File: src/rtl/sprite_update_sched_if.sv
// Sprite update scheduler bus: execute-side write request,
// vblank/ovf controls, and attribute table write port.
interface sprite_update_sched_if #(
  parameter int AW = 3
);
  logic          wr_en;
  logic [4:0]    sprite_sel;
  logic [9:0]    sprite_x;
  logic [8:0]    sprite_y;
  logic          sprite_vis;
  logic          sprite_attr;
  logic          sprite_pos;
  logic          vblank;
  logic          ovf_clr;
  logic          stall;
  logic          tbl_we;
  logic [4:0]    tbl_addr;
  logic [21:0]   tbl_data;
  logic [AW:0]   pending;
  logic          ovf;

  modport master (
    output wr_en, sprite_sel, sprite_x, sprite_y,
    output sprite_vis, sprite_attr, sprite_pos,
    output vblank, ovf_clr,
    input  stall, tbl_we, tbl_addr, tbl_data,
    input  pending, ovf
  );

  modport slave (
    input  wr_en, sprite_sel, sprite_x, sprite_y,
    input  sprite_vis, sprite_attr, sprite_pos,
    input  vblank, ovf_clr,
    output stall, tbl_we, tbl_addr, tbl_data,
    output pending, ovf
  );
endinterface

File: src/rtl/sprite_update_sched.sv
// Queues sprite writes; applies them to the attribute table in vblank.
// Ports: clk, reset (sync, active-high), bus (slave): wr_en/sprite_*
// in, vblank, ovf_clr in; stall, tbl_we/addr/data, pending, ovf out.
// Optional: SCHED_COALESCE_EN merges a push into the newest queued
// entry when the sprite index matches.
module sprite_update_sched #(
  parameter int DEPTH = 8,
  parameter int AW    = 3
) (
  input logic                  clk,
  input logic                  reset,
  sprite_update_sched_if.slave bus
);

  typedef enum logic [1:0] {
    IDLE,
    WAIT_VB,
    DRAIN
  } state_t;

  localparam logic [AW:0] FULL = (AW+1)'(DEPTH);

  logic [26:0]   r_mem [DEPTH];
  logic [AW-1:0] r_head;
  logic [AW-1:0] r_tail;
  logic [AW:0]   r_count;
  state_t        r_state;
  state_t        w_state_nxt;
  logic          r_tbl_we;
  logic [4:0]    r_tbl_addr;
  logic [21:0]   r_tbl_data;
  logic          r_ovf;

  logic          w_full;
  logic          w_pop;
  logic          w_coal;
  logic          w_push;
  logic          w_drop;
  logic [AW:0]   w_cnt_nxt;
  logic [AW-1:0] w_last;
  logic [26:0]   w_entry;

  assign w_entry = {bus.sprite_sel, bus.sprite_vis,
                    bus.sprite_attr, bus.sprite_pos,
                    bus.sprite_y, bus.sprite_x};
  assign w_full  = (r_count == FULL);
  assign w_last  = r_tail - AW'(1);
  assign w_pop   = (r_state == DRAIN) && bus.vblank
                && (r_count != '0);

`ifdef SCHED_COALESCE_EN
  // Merge into the newest entry unless it leaves the queue this cycle.
  assign w_coal = bus.wr_en && (r_count != '0)
               && (r_mem[w_last][26:22] == bus.sprite_sel)
               && !(w_pop && (r_count == (AW+1)'(1)));
`else
  assign w_coal = 1'b0;
`endif

  assign w_push = bus.wr_en && !w_coal && !w_full;
  assign w_drop = bus.wr_en && !w_coal && w_full;

  always_comb begin
    w_cnt_nxt = r_count;
    if (w_push && !w_pop)
      w_cnt_nxt = r_count + (AW+1)'(1);
    else if (w_pop && !w_push)
      w_cnt_nxt = r_count - (AW+1)'(1);
  end

  always_comb begin
    w_state_nxt = r_state;
    unique case (r_state)
      IDLE:
        if (w_cnt_nxt != '0) w_state_nxt = WAIT_VB;
      WAIT_VB:
        if (w_cnt_nxt == '0) w_state_nxt = IDLE;
        else if (bus.vblank) w_state_nxt = DRAIN;
      DRAIN:
        if (w_cnt_nxt == '0) w_state_nxt = IDLE;
        else if (!bus.vblank) w_state_nxt = WAIT_VB;
      default:
        w_state_nxt = IDLE;
    endcase
  end

  always_ff @(posedge clk) begin
    if (w_push) r_mem[r_tail] <= w_entry;
    if (w_coal) r_mem[w_last] <= w_entry;
  end

  always_ff @(posedge clk) begin
    if (reset) begin
      r_head     <= '0;
      r_tail     <= '0;
      r_count    <= '0;
      r_state    <= IDLE;
      r_tbl_we   <= 1'b0;
      r_tbl_addr <= '0;
      r_tbl_data <= '0;
      r_ovf      <= 1'b0;
    end else begin
      r_state  <= w_state_nxt;
      r_count  <= w_cnt_nxt;
      r_tbl_we <= w_pop;
      if (w_push) r_tail <= r_tail + AW'(1);
      if (w_pop) begin
        r_head     <= r_head + AW'(1);
        r_tbl_addr <= r_mem[r_head][26:22];
        r_tbl_data <= r_mem[r_head][21:0];
      end
      if (w_drop)           r_ovf <= 1'b1;
      else if (bus.ovf_clr) r_ovf <= 1'b0;
    end
  end

  assign bus.stall    = w_full;
  assign bus.tbl_we   = r_tbl_we;
  assign bus.tbl_addr = r_tbl_addr;
  assign bus.tbl_data = r_tbl_data;
  assign bus.pending  = r_count;
  assign bus.ovf      = r_ovf;

endmodule

File: src/flat_wrapper.sv
// flat-port wrapper written by rule: the top's interface ports become plain ports
module sprite_update_sched_flat 
#(
  parameter int DEPTH = 8,
  parameter int AW    = 3
)
  (clk, reset, bus_wr_en, bus_sprite_sel, bus_sprite_x, bus_sprite_y, bus_sprite_vis, bus_sprite_attr, bus_sprite_pos, bus_vblank, bus_ovf_clr, bus_stall, bus_tbl_we, bus_tbl_addr, bus_tbl_data, bus_pending, bus_ovf);
  sprite_update_sched_if #(.AW(AW)) bus_i ();
  input logic clk;
  input logic reset;
  input wire logic [$bits(bus_i.wr_en)-1:0] bus_wr_en;
  input wire logic [$bits(bus_i.sprite_sel)-1:0] bus_sprite_sel;
  input wire logic [$bits(bus_i.sprite_x)-1:0] bus_sprite_x;
  input wire logic [$bits(bus_i.sprite_y)-1:0] bus_sprite_y;
  input wire logic [$bits(bus_i.sprite_vis)-1:0] bus_sprite_vis;
  input wire logic [$bits(bus_i.sprite_attr)-1:0] bus_sprite_attr;
  input wire logic [$bits(bus_i.sprite_pos)-1:0] bus_sprite_pos;
  input wire logic [$bits(bus_i.vblank)-1:0] bus_vblank;
  input wire logic [$bits(bus_i.ovf_clr)-1:0] bus_ovf_clr;
  output wire logic [$bits(bus_i.stall)-1:0] bus_stall;
  output wire logic [$bits(bus_i.tbl_we)-1:0] bus_tbl_we;
  output wire logic [$bits(bus_i.tbl_addr)-1:0] bus_tbl_addr;
  output wire logic [$bits(bus_i.tbl_data)-1:0] bus_tbl_data;
  output wire logic [$bits(bus_i.pending)-1:0] bus_pending;
  output wire logic [$bits(bus_i.ovf)-1:0] bus_ovf;
  assign bus_i.wr_en = bus_wr_en;
  assign bus_i.sprite_sel = bus_sprite_sel;
  assign bus_i.sprite_x = bus_sprite_x;
  assign bus_i.sprite_y = bus_sprite_y;
  assign bus_i.sprite_vis = bus_sprite_vis;
  assign bus_i.sprite_attr = bus_sprite_attr;
  assign bus_i.sprite_pos = bus_sprite_pos;
  assign bus_i.vblank = bus_vblank;
  assign bus_i.ovf_clr = bus_ovf_clr;
  assign bus_stall = bus_i.stall;
  assign bus_tbl_we = bus_i.tbl_we;
  assign bus_tbl_addr = bus_i.tbl_addr;
  assign bus_tbl_data = bus_i.tbl_data;
  assign bus_pending = bus_i.pending;
  assign bus_ovf = bus_i.ovf;
  sprite_update_sched #(.DEPTH(DEPTH), .AW(AW)) u_core (.clk(clk), .reset(reset), .bus(bus_i));
endmodule
File: config.mk
export PLATFORM = sky130hd
export DESIGN_NAME = sprite_update_sched_flat
export DESIGN_NICKNAME = d
export VERILOG_FILES = /design/src/rtl/sprite_update_sched_if.sv /design/src/rtl/sprite_update_sched.sv /design/src/flat_wrapper.sv
export SDC_FILE = /design/constraint.sdc
export NUM_CORES = 1
export LEC_CHECK = 0
export BUFFER_PORTS_ARGS = -buffer_cell sky130_fd_sc_hd__buf_2
export CAP_MARGIN = 20
export CORE_MARGIN = 8
export CORE_UTILIZATION = 54
export CTS_CLUSTER_SIZE = 20
export DETAILED_ROUTE_END_ITERATION = 6
export GPL_ROUTABILITY_DRIVEN = 0
export HOLD_SLACK_MARGIN = 0.03
export PLACE_DENSITY = 0.87
export RECOVER_POWER = 25
export SYNTH_ARGS = -nofsm -noshare
export SYNTH_HDL_FRONTEND = slang
export SYNTH_SLANG_ARGS = --single-unit
File: constraint.sdc
create_clock -name clk -period 4.6 [get_ports clk]
set_clock_uncertainty 0.15 [all_clocks]
set_input_delay 0.92 -clock clk [delete_from_list [all_inputs] [get_ports clk]]
set_output_delay 0.92 -clock clk [all_outputs]
set_load 0.005 [all_outputs]
; Word-level counts from Yosys, hierarchy flattened
; Memory sizes are Yosys's and may differ from the RTL's. A register that Yosys moved wholly into a read port is not among the register bits.
; Index checks and enable logic that the tools add are counted.
[word_totals]
register_bits = 14
latch_bits = 0
ramBits = 216
romBits = 0
input_bits = 32
out_inout_bits = 34
wordCells = 44
mem_count = 1
[memory_table]
columns = memory, words, width, rd, rd_clocked_by_memory_dff, write_ports, line
row1 = u_core.r_mem, 8, 27, 1, 1, 1, sprite_update_sched.sv:23  ; logic [26:0] r_mem [DEPTH];
[classes]
addsub = 4
mul = 0
n_div = 0
order_cmp = 0
eq_ne = 6
n_shift = 0
mux = 12
n_bitwise = 0
n_reduce_logical = 15
[op_table]
columns = op, count
row1 = two-way mux 2 bit, 5
row2 = two-way mux 4 bit, 2
row3 = nonzero test 4 bit, 2
row4 = adder 3 x 1 -> 3 bit (second input constant), 2
row5 = logical AND 1 bit, 6
row6 = case mux 2 bit (3 select lines), 1
row7 = adder 4 x 1 -> 4 bit (second input constant), 1
row8 = == test 4 bit (second input constant), 1
row9 = logical NOT 4 bit, 1
row10 = two-way mux 1 bit, 4
row11 = subtractor 4 x 1 -> 4 bit (second input constant), 1
row12 = logical NOT 1 bit, 3
row13 = inequality test 3 x 2 -> 1 bit (second input constant), 1
row14 = inequality test 3 bit (second input constant), 1
row15 = AND reduction 3 bit, 1
row16 = == test 2 x 1 -> 1 bit (second input constant), 1
row17 = == test 2 bit (second input constant), 1
row18 = logical NOT 2 bit, 1
row19 = inequality test 2 x 1 -> 1 bit (second input constant), 1
row20 = nonzero test 2 bit, 1

; Logic depth before layout (Yosys ltp)
; Gate-level depths: netlist (run 1).
[depth]
word_depth = 10
mapped_depth = 8
depth_no_buf = 7

; Worst setup path after synthesis (run 1)
; Ideal clock, no wire load.
[synth_timing]
path_kind = input to register
start = input port bus_wr_en
end = memory u_core.r_mem[0][0] (enable)
setup_time_ns = 0.479
arrival_ns = 3.998
required_time_ns = 3.971
setup_slack_ns = -0.027
path_stages = 3
n_path_buf = 1
path_cell_list = clkbuf_1 > nand2_1 > nor4_1
[synth_between]
elab_chain_len = 3
[synth_lines]
columns = item, line
row1 = from (decl), flat_wrapper.sv:11  ; input wire logic [$bits(bus_i.wr_en)-1:0] bus_wr_en;
row2 = logical AND 1 bit, sprite_update_sched.sv:60  ; assign w_push = bus.wr_en && !w_coal && !w_full;
row3 = two-way mux 1 bit, sprite_update_sched.sv:88  ; if (w_push) r_mem[r_tail] <= w_entry;
row4 = two-way mux 1 bit (not written as such), sprite_update_sched.sv:88
row5 = to (decl), sprite_update_sched.sv:23
; Every way passes these cells.

; Worst setup path in the final report (run 1)
[layout_timing]
start = register u_core.r_count[0], in the netlist u_core.bus.pending[0]
end = memory u_core.r_mem[4][13] (enable)
[layout_between]
elab_chain_len = 5
[layout_lines]
columns = item, line
row1 = from (decl), sprite_update_sched.sv:26  ; logic [AW:0] r_count;
row2 = from (signal assigned), sprite_update_sched.sv:104  ; r_count <= w_cnt_nxt;
row3 = == test 4 bit, sprite_update_sched.sv:46  ; assign w_full = (r_count == FULL);
row4 = logical NOT 1 bit, sprite_update_sched.sv:60
row5 = logical AND 1 bit, sprite_update_sched.sv:60
row6 = two-way mux 1 bit, sprite_update_sched.sv:88
row7 = two-way mux 1 bit (not written as such), sprite_update_sched.sv:88
; Every way passes these cells.

==> impl_metrics.py, run 1 <==
metrics = {
    "layout": {
        "syn_to_final_growth_pct": 15.6,
        "n_antenna_cell": 0,
        "drive_gt1_share_pct": 27.8,
        "fin_nets": 612,
        "final_cells": 823,
    },
    "logic_synthesis": {
        "seq_area_frac_synth_pct": 75.2,
        "syn_area_per_cell_sq_um": 19.4,
        "ys_types": 37,
        "synth-seq-cells": 257,
        "netlist_area_sq_um": 9720,
        "synth_warnings": 0,
        "syn_inst": 500,
        "synth_fp_nets": 536,
    },
    "worst_setup_path": {
        "critPathSlowestCell": "nor3_2",
        "start_kind": "flip-flop",
        "r2r_cells": 6,
        "worstPathCellList": "inv_1 -> ha_1 -> nand3b_4 -> nand3_1 -> nor3_2 -> buf_4",
        "worst_ep_required_time_ns": 4.63,
        "slowest_delay_ns": 0.73,
        "cp_max_fo": 18,
        "end_kind": "flip-flop",
        "crit_arrival_ns": 3.01,
        "crit_type": "flip-flop to flip-flop",
    },
    "route": {
        "vias": 4973,
        "route.detailed.drc": 0,
        "met3_length_mm": 1.34,
        "drt-met1-wl_mm": 7.56,
        "postRouteAntennaNets": 0,
        "wl_per_cell_um": 23.5,
        "dr.pass1.iters": 4,
        "drt_iter0_drc": 341,
        "routed.top_layer": "met5",
        "via_per_inst": 6.04,
        "met2WireLength_mm": 10.0,
        "routed_wl_mm": 19.3,
    },
    "power": {
        "p_leak_uw": 0.00361,
        "ir_drop_v": 0.000410,
        "netSwitchingFraction_pct": 19.8,
        "intPower_uw": 4040,
        "seqPwrFrac_pct": 52.0,
        "fin_total_pwr_uw": 5040,
        "p_switching_uw": 999,
        "p_comb_share_pct": 4.7,
        "powerDensity_nw_per_um2": 448,
        "p_clk_share_pct": 43.3,
    },
    "sta": {
        "rsz0062_at_grt": "no",
        "max_freq_mhz": 336,
        "fin_setup_tns_ns": 0,
        "hold_viol_final": 0,
        "fin_crit_ns": 2.98,
        "holdWs_ns": 0.347,
        "drv_slew": 0,
        "finalSetupViolations": 0,
        "post-route-period-util_pct": 64.7,
        "setup_slack_ns": 1.62,
        "max_slew_margin_pct": 27.8,
        "timing_worst_slew_pin_value_ns": 1.08,
    },
    "global_route": {
        "grt_pass1_vias": 5173,
        "overflow": 0,
        "grt_max_degree": 43,
        "grt_first_pass_wirelength_mm": 29.6,
        "grt_usage_pct": 17.3,
        "antenna_found_initial": 1,
    },
    "run_status": {
        "run_status": "finished, final reports clean",
    },
    "die": {
        "die_w_um": 150,
        "core_sq_um": 17800,
        "die-area_sq_um": 22600,
        "pin_count": 66,
        "die_y_um": 150,
        "start_util_pct": 54.5,
        "row_count": 49,
    },
    "cts": {
        "cts_hold_buf": 0,
        "clk-insertion-delay-late_ns": 0.51,
        "cts_buffers": 25,
        "cts_setup_buffers": 0,
        "path_clk_slew_ns": 0.06,
        "cts_htree_levels": 1,
        "clock_path_buffers": 3,
        "cts.sinks": 257,
        "cts_resized": 0,
        "cts_root_buf": "clkbuf_16",
        "cts_tree": "built",
    },
    "place": {
        "place_ws_ns": 1.56,
        "numPlacedInstances": 778,
        "place_hpwl_mm": 11.0,
        "port_buffers": 65,
    },
    "worst_hold_path": {
        "min_path_type": "flip-flop to flip-flop",
        "hold_depth": 2,
    },
    "job": {
        "cap_violations": 0,
    },
}
-- power by group through the flow --
stage / sequential, uW / combinational (uW) / clock, uW
after CTS: 2620 / 239 / 2210
after detailed placement: 2670 / 237 / 0
after global placement: 2670 / 216 / 0
final: 2620 / 236 / 2180
after floorplan: 2660 / 141 / 0
after global routing: 2630 / 256 / 2300
-- placed cells by master (no fill, tap or decap), types with 4 or more instances in the layout --
cell type    n
a211oi_1    29
a21oi_1      4
buf_2       43
buf_4       10
bufinv_16    5
clkbuf_1    27
clkbuf_16   25
clkbuf_8     5
clkinv_2     4
dfxtp_1     38
edfxtp_1   216
ha_1         4
inv_1        5
mux2i_1     27
mux4_2      54
nand2_1     14
nand3_1      4
nor2_1      37
nor3_2       4
xor2_1       5
-- Yosys cell counts (all sizes together) --
master | n | area share (%)
a211o | 1 | 0.090
nor3b | 1 | 0.13
buf | 17 | 0.82
mux4 | 54 | 13
or3 | 1 | 0.064
o211ai | 1 | 0.13
nand3 | 4 | 0.21
o21ai | 3 | 0.15
a311oi | 1 | 0.090
xnor2 | 2 | 0.18
a221oi | 1 | 0.15
ha | 4 | 0.51
maj3 | 1 | 0.10
o22a | 2 | 0.18
nand2 | 14 | 0.54
a21oi | 4 | 0.21
clkbuf | 10 | 0.40
edfxtp | 216 | 67
a31oi | 1 | 0.064
or2 | 1 | 0.064
nand3b | 2 | 0.28
nand2b | 3 | 0.19
dfxtp | 41 | 8.4
inv | 5 | 0.19
xor2 | 5 | 0.45
nand4 | 1 | 0.064
nor3 | 4 | 0.21
a211oi | 30 | 2.4
nor2b | 1 | 0.064
nor4 | 1 | 0.064
nor2 | 41 | 1.6
mux2i | 27 | 2.8
-- flip-flops by register name, indices dropped and copies added, names as in the netlist --
register             flops
u_core.r_mem           216
u_core.bus.tbl_data     22
u_core.bus.tbl_addr      5
u_core.bus.pending       4
u_core.r_head            3
u_core.r_tail            3
u_core.r_state           2
u_core.bus.ovf           1
u_core.bus.tbl_we        1
-- metrics by stage --
step	instance area [sq um]	utilization [%]
floorplan	9730	-
global placement	10300	58.0
detailed placement	10400	58.2
CTS	11300	63.2
global route	11200	63.0
finish	11200	63.0
-- path summary, 6_finish.rpt --
kind / startpoint / end / slack, ns
min reg2reg: u_core.bus.tbl_data[17] / u_core.bus.tbl_data[17] / 0.35
min: u_core.bus.tbl_data[17] / u_core.bus.tbl_data[17] / 0.35
max: u_core.bus.pending[0] / u_core.r_mem[4][13] / 1.62
max reg2reg: u_core.bus.pending[0] / u_core.r_mem[4][13] / 1.62
-- layout make-up --
class	count	area, sq um
sequential	257	7310
fill	1184	6600
multi-input combinational	211	2330
clock buffer	35	713
timing repair buffer	76	400
tap	229	287
clock inverter	10	179
inverter	5	18.8
-- worst max-delay path, delay by kind of cell, from the launching register on --
kind,cells,cell delay [ns]
simple gates,3,1.14
buf+inv,2,0.55
fa+ha+maj,1,0.30
flops,1,0.49
-- cell families after synthesis --
| kind of cell | after synthesis | share of synthesized area [%] |
|---|---|---|
| flip-flops | 257 | 75.2 |
| multiplexers | 81 | 15.3 |
| AND/OR/NAND/NOR | 74 | 3.46 |
| AO/OA/AOI/OAI | 44 | 3.44 |
| buffers and inverters | 32 | 1.42 |
| XOR/XNOR | 7 | 0.631 |
| adder cells (fa/ha/maj) | 5 | 0.618 |
-- routing by layer --
| metal | vias to the layer above | GRT usage, % |
|---|---|---|
| li1 | 2162 | - |
| met1 | 2584 | 21.3 |
| met2 | 193 | 30.7 |
| met3 | 32 | 3.01 |
| met4 | 2 | 5.15 |
| met5 | - | 0 |
Power figures use the tool's default switching activity.
==> inputs of run 2 (changes only) <==
--- a/config.mk
+++ b/config.mk
@@ -5,15 +5,16 @@
 export SDC_FILE = /design/constraint.sdc
 export NUM_CORES = 1
 export LEC_CHECK = 0
+export ABC_AREA = 1
 export BUFFER_PORTS_ARGS = -buffer_cell sky130_fd_sc_hd__buf_2
 export CAP_MARGIN = 20
 export CORE_MARGIN = 8
-export CORE_UTILIZATION = 54
+export CORE_UTILIZATION = 60
 export CTS_CLUSTER_SIZE = 20
 export DETAILED_ROUTE_END_ITERATION = 6
 export GPL_ROUTABILITY_DRIVEN = 0
 export HOLD_SLACK_MARGIN = 0.03
-export PLACE_DENSITY = 0.87
+export PLACE_DENSITY = 0.91
 export RECOVER_POWER = 25
 export SYNTH_ARGS = -nofsm -noshare
 export SYNTH_HDL_FRONTEND = slang
==> constraint.sdc (replaced) <==
create_clock -name clk -period 3 [get_ports clk]
set_clock_uncertainty 0.15 [all_clocks]
set_input_delay 0.6 -clock clk [delete_from_list [all_inputs] [get_ports clk]]
set_output_delay 0.6 -clock clk [all_outputs]
set_load 0.005 [all_outputs]
==> run 2 against run 1 <==
  * Critical path depth grew 2
  * Power up 51%
  * Setup slack worse by 0.98 ns
  * Register-to-register slack got worse by 0.98 ns
  * Final cell count is 30% higher
  * Critical path type unchanged
  * Largest cell class unchanged
==> impl_metrics.py, run 2 <==
metrics = {
    "route": {
        "via_per_inst": 6.15,
        "dr.pass1.iters": 5,
        "vias": 6559,
        "route.detailed.drc": 0,
        "wl_per_cell_um": 20.5,
        "postRouteAntennaNets": 0,
        "routed_wl_mm": 21.9,
        "drt_iter0_drc": 783,
    },
    "layout": {
        "multiInputGateArea_sq_um": 2220,
        "drive_gt1_share_pct": 14.4,
        "syn_to_final_growth_pct": 13.9,
        "n_antenna_cell": 0,
        "seq_area_sq_um": 7310,
        "fin_area_sq_um": 11200,
        "mostFrequentLayoutCells": "216 x edfxtp_1, 140 x o21ai_0, 113 x nor2_1",
        "fin_util_pct": 68.9,
        "largest_reg_flops": 216,
        "fin_nets": 865,
        "top_register": "u_core.r_mem",
        "final_common_cell": "edfxtp_1",
        "fillers": 1068,
    },
    "cts": {
        "cts_resized": 0,
        "cts_hold_buf": 0,
        "cts_root_buf": "clkbuf_16",
        "clock_path_buffers": 3,
        "path_clk_slew_ns": 0.06,
        "cts.sinks": 257,
        "cts_htree_levels": 1,
        "cts_tree": "built",
        "cts_buffers": 25,
        "cts_setup_buffers": 0,
        "clk-insertion-delay-late_ns": 0.53,
    },
    "logic_synthesis": {
        "synth_warnings": 0,
        "netlist_area_sq_um": 9850,
        "synth_top_area_cell": "edfxtp_1",
        "synth-seq-cells": 257,
        "synth-edff-count": 216,
        "synth_most_common_cell": "edfxtp_1",
        "synthTopCellsByArea": "edfxtp_1 66%, dfxtp_1 8.3%, o21ai_0 7.1%, nor2_1 4.6%, o221ai_1 2.4%",
        "ys_types": 29,
        "synth_top_area_share_pct": 65.8,
        "syn_inst": 766,
        "synth_fp_nets": 802,
        "seq_area_frac_synth_pct": 74.2,
        "synthFlopType": "edfxtp_1",
        "async_flop_share_pct": 0,
        "syn_area_per_cell_sq_um": 12.9,
        "synth_commonest_cells": "216 x edfxtp_1, 140 x o21ai_0, 121 x nor2_1",
    },
    "place": {
        "place_hpwl_mm": 12.2,
        "port_buffers": 65,
        "placed_cell_area_sq_um": 10400,
    },
    "worst_setup_path": {
        "cp_max_fo": 27,
        "reg2reg_from": "u_core.bus.pending[0]",
        "crit_arrival_ns": 2.38,
        "start_kind": "flip-flop",
        "critPathTopFamily": "buffers and inverters",
        "end_kind": "flip-flop",
        "worstPathCellList": "inv_1 -> ha_1 -> nand3_2 -> nand2_4 -> inv_2 -> nand2_1 -> nor2_2 -> buf_4",
        "critical_path_buf_inv_count": 3,
        "slowest_delay_ns": 0.44,
        "crit_type": "flip-flop to flip-flop",
        "critPathSlowestCell": "dfxtp_1",
        "worst_ep_required_time_ns": 3.02,
        "crit_start": "u_core.bus.pending[0]",
    },
    "sta": {
        "max_slew_margin_pct": 30.3,
        "rsz0062_at_grt": "no",
        "drv_slew": 0,
        "post-route-period-util_pct": 78.7,
        "finalSetupViolations": 0,
        "timing_worst_slew_pin_value_ns": 1.05,
        "fin_setup_tns_ns": 0,
        "max_freq_mhz": 423,
        "hold_viol_final": 0,
        "fin_crit_ns": 2.36,
    },
    "global_route": {
        "overflow": 0,
        "grt_first_pass_wirelength_mm": 33.9,
        "grt_usage_pct": 21.3,
        "antenna_found_initial": 0,
        "grt_max_degree": 110,
        "grt_pass1_vias": 6434,
    },
    "power": {
        "ir_drop_v": 0.000501,
        "p_leak_uw": 0.00392,
        "fin_total_pwr_uw": 7630,
        "powerDensity_nw_per_um2": 680,
    },
    "worst_hold_path": {
        "min_path_type": "input port to flip-flop",
        "hp-start": "bus_ovf_clr",
    },
    "die": {
        "die-area_sq_um": 20800,
        "die_w_um": 144,
        "core_sq_um": 16300,
        "pin_count": 66,
        "row_count": 47,
        "start_util_pct": 60.5,
        "die_y_um": 144,
    },
    "job": {
        "cap_violations": 0,
    },
    "run_status": {
        "run_status": "finished, final reports clean",
    },
}
## run 2: worst paths after layout
check / slack, ns / cells after the start / to
hold / removal: 0.16 / 4 / u_core.bus.ovf
setup / recovery: 0.64 / 8 / u_core.r_mem[0][24]
setup reg to reg: 0.64 / 8 / u_core.r_mem[0][24]
hold reg to reg: 0.31 / 2 / u_core.bus.ovf
## run 2: kinds of logic after synthesis
group | count (synthesis) | share of synthesized area, %
AOI/OAI and AO/OA | 263 | 14.7
DFF | 257 | 74.2
and+or+nand+nor | 169 | 6.96
buffers and inverters | 72 | 3.54
adders and majority gates | 4 | 0.508
xor gates and xnor gates | 1 | 0.0889
## run 2: area by class of cell
type / instances / share of cell area, %
well taps: 220 / 2.45
clock inverters: 10 / 1.56
inverters: 21 / 0.702
multi-input cells: 437 / 19.7
clock buffers: 35 / 6.17
repair buffers: 87 / 4.27
flip-flops and latches: 257 / 65.1
## run 2: power breakdown
part           switching, uW  internal (uW)
Combinational            236           97.7
Clock                   1270           2040
Sequential              33.5           3960
Total                   1540           6100
## run 2: worst reg2reg max path, cell delays in order (launching register included)
cell and delay, ns:
dfxtp_1 0.44, inv_1 0.09, ha_1 0.26, nand3_2 0.12, nand2_4 0.09, inv_2 0.12
nand2_1 0.19, nor2_2 0.13, buf_4 0.40
## run 2: metrics by stage
stage               worst slack (ns)  cells  hold slack, ns
floorplan                      0.177    766           0.310
global placement               0.850   1022           0.299
detailed placement             0.718   1022           0.304
CTS                            0.632   1067           0.143
global route                   0.534   1067           0.179
finish                         0.638   1067           0.165
## run 2: per-layer routing
| metal | vias to the layer above | GRT usage [%] | routed length (um) |
|---|---|---|---|
| li1 | 2966 | - | - |
| met1 | 3184 | 26.8 | 8520 |
| met2 | 357 | 36.1 | 11000 |
| met3 | 52 | 3.73 | 1860 |
| met4 | 0 | 8.05 | 559 |
| met5 | - | 0 | 0 |
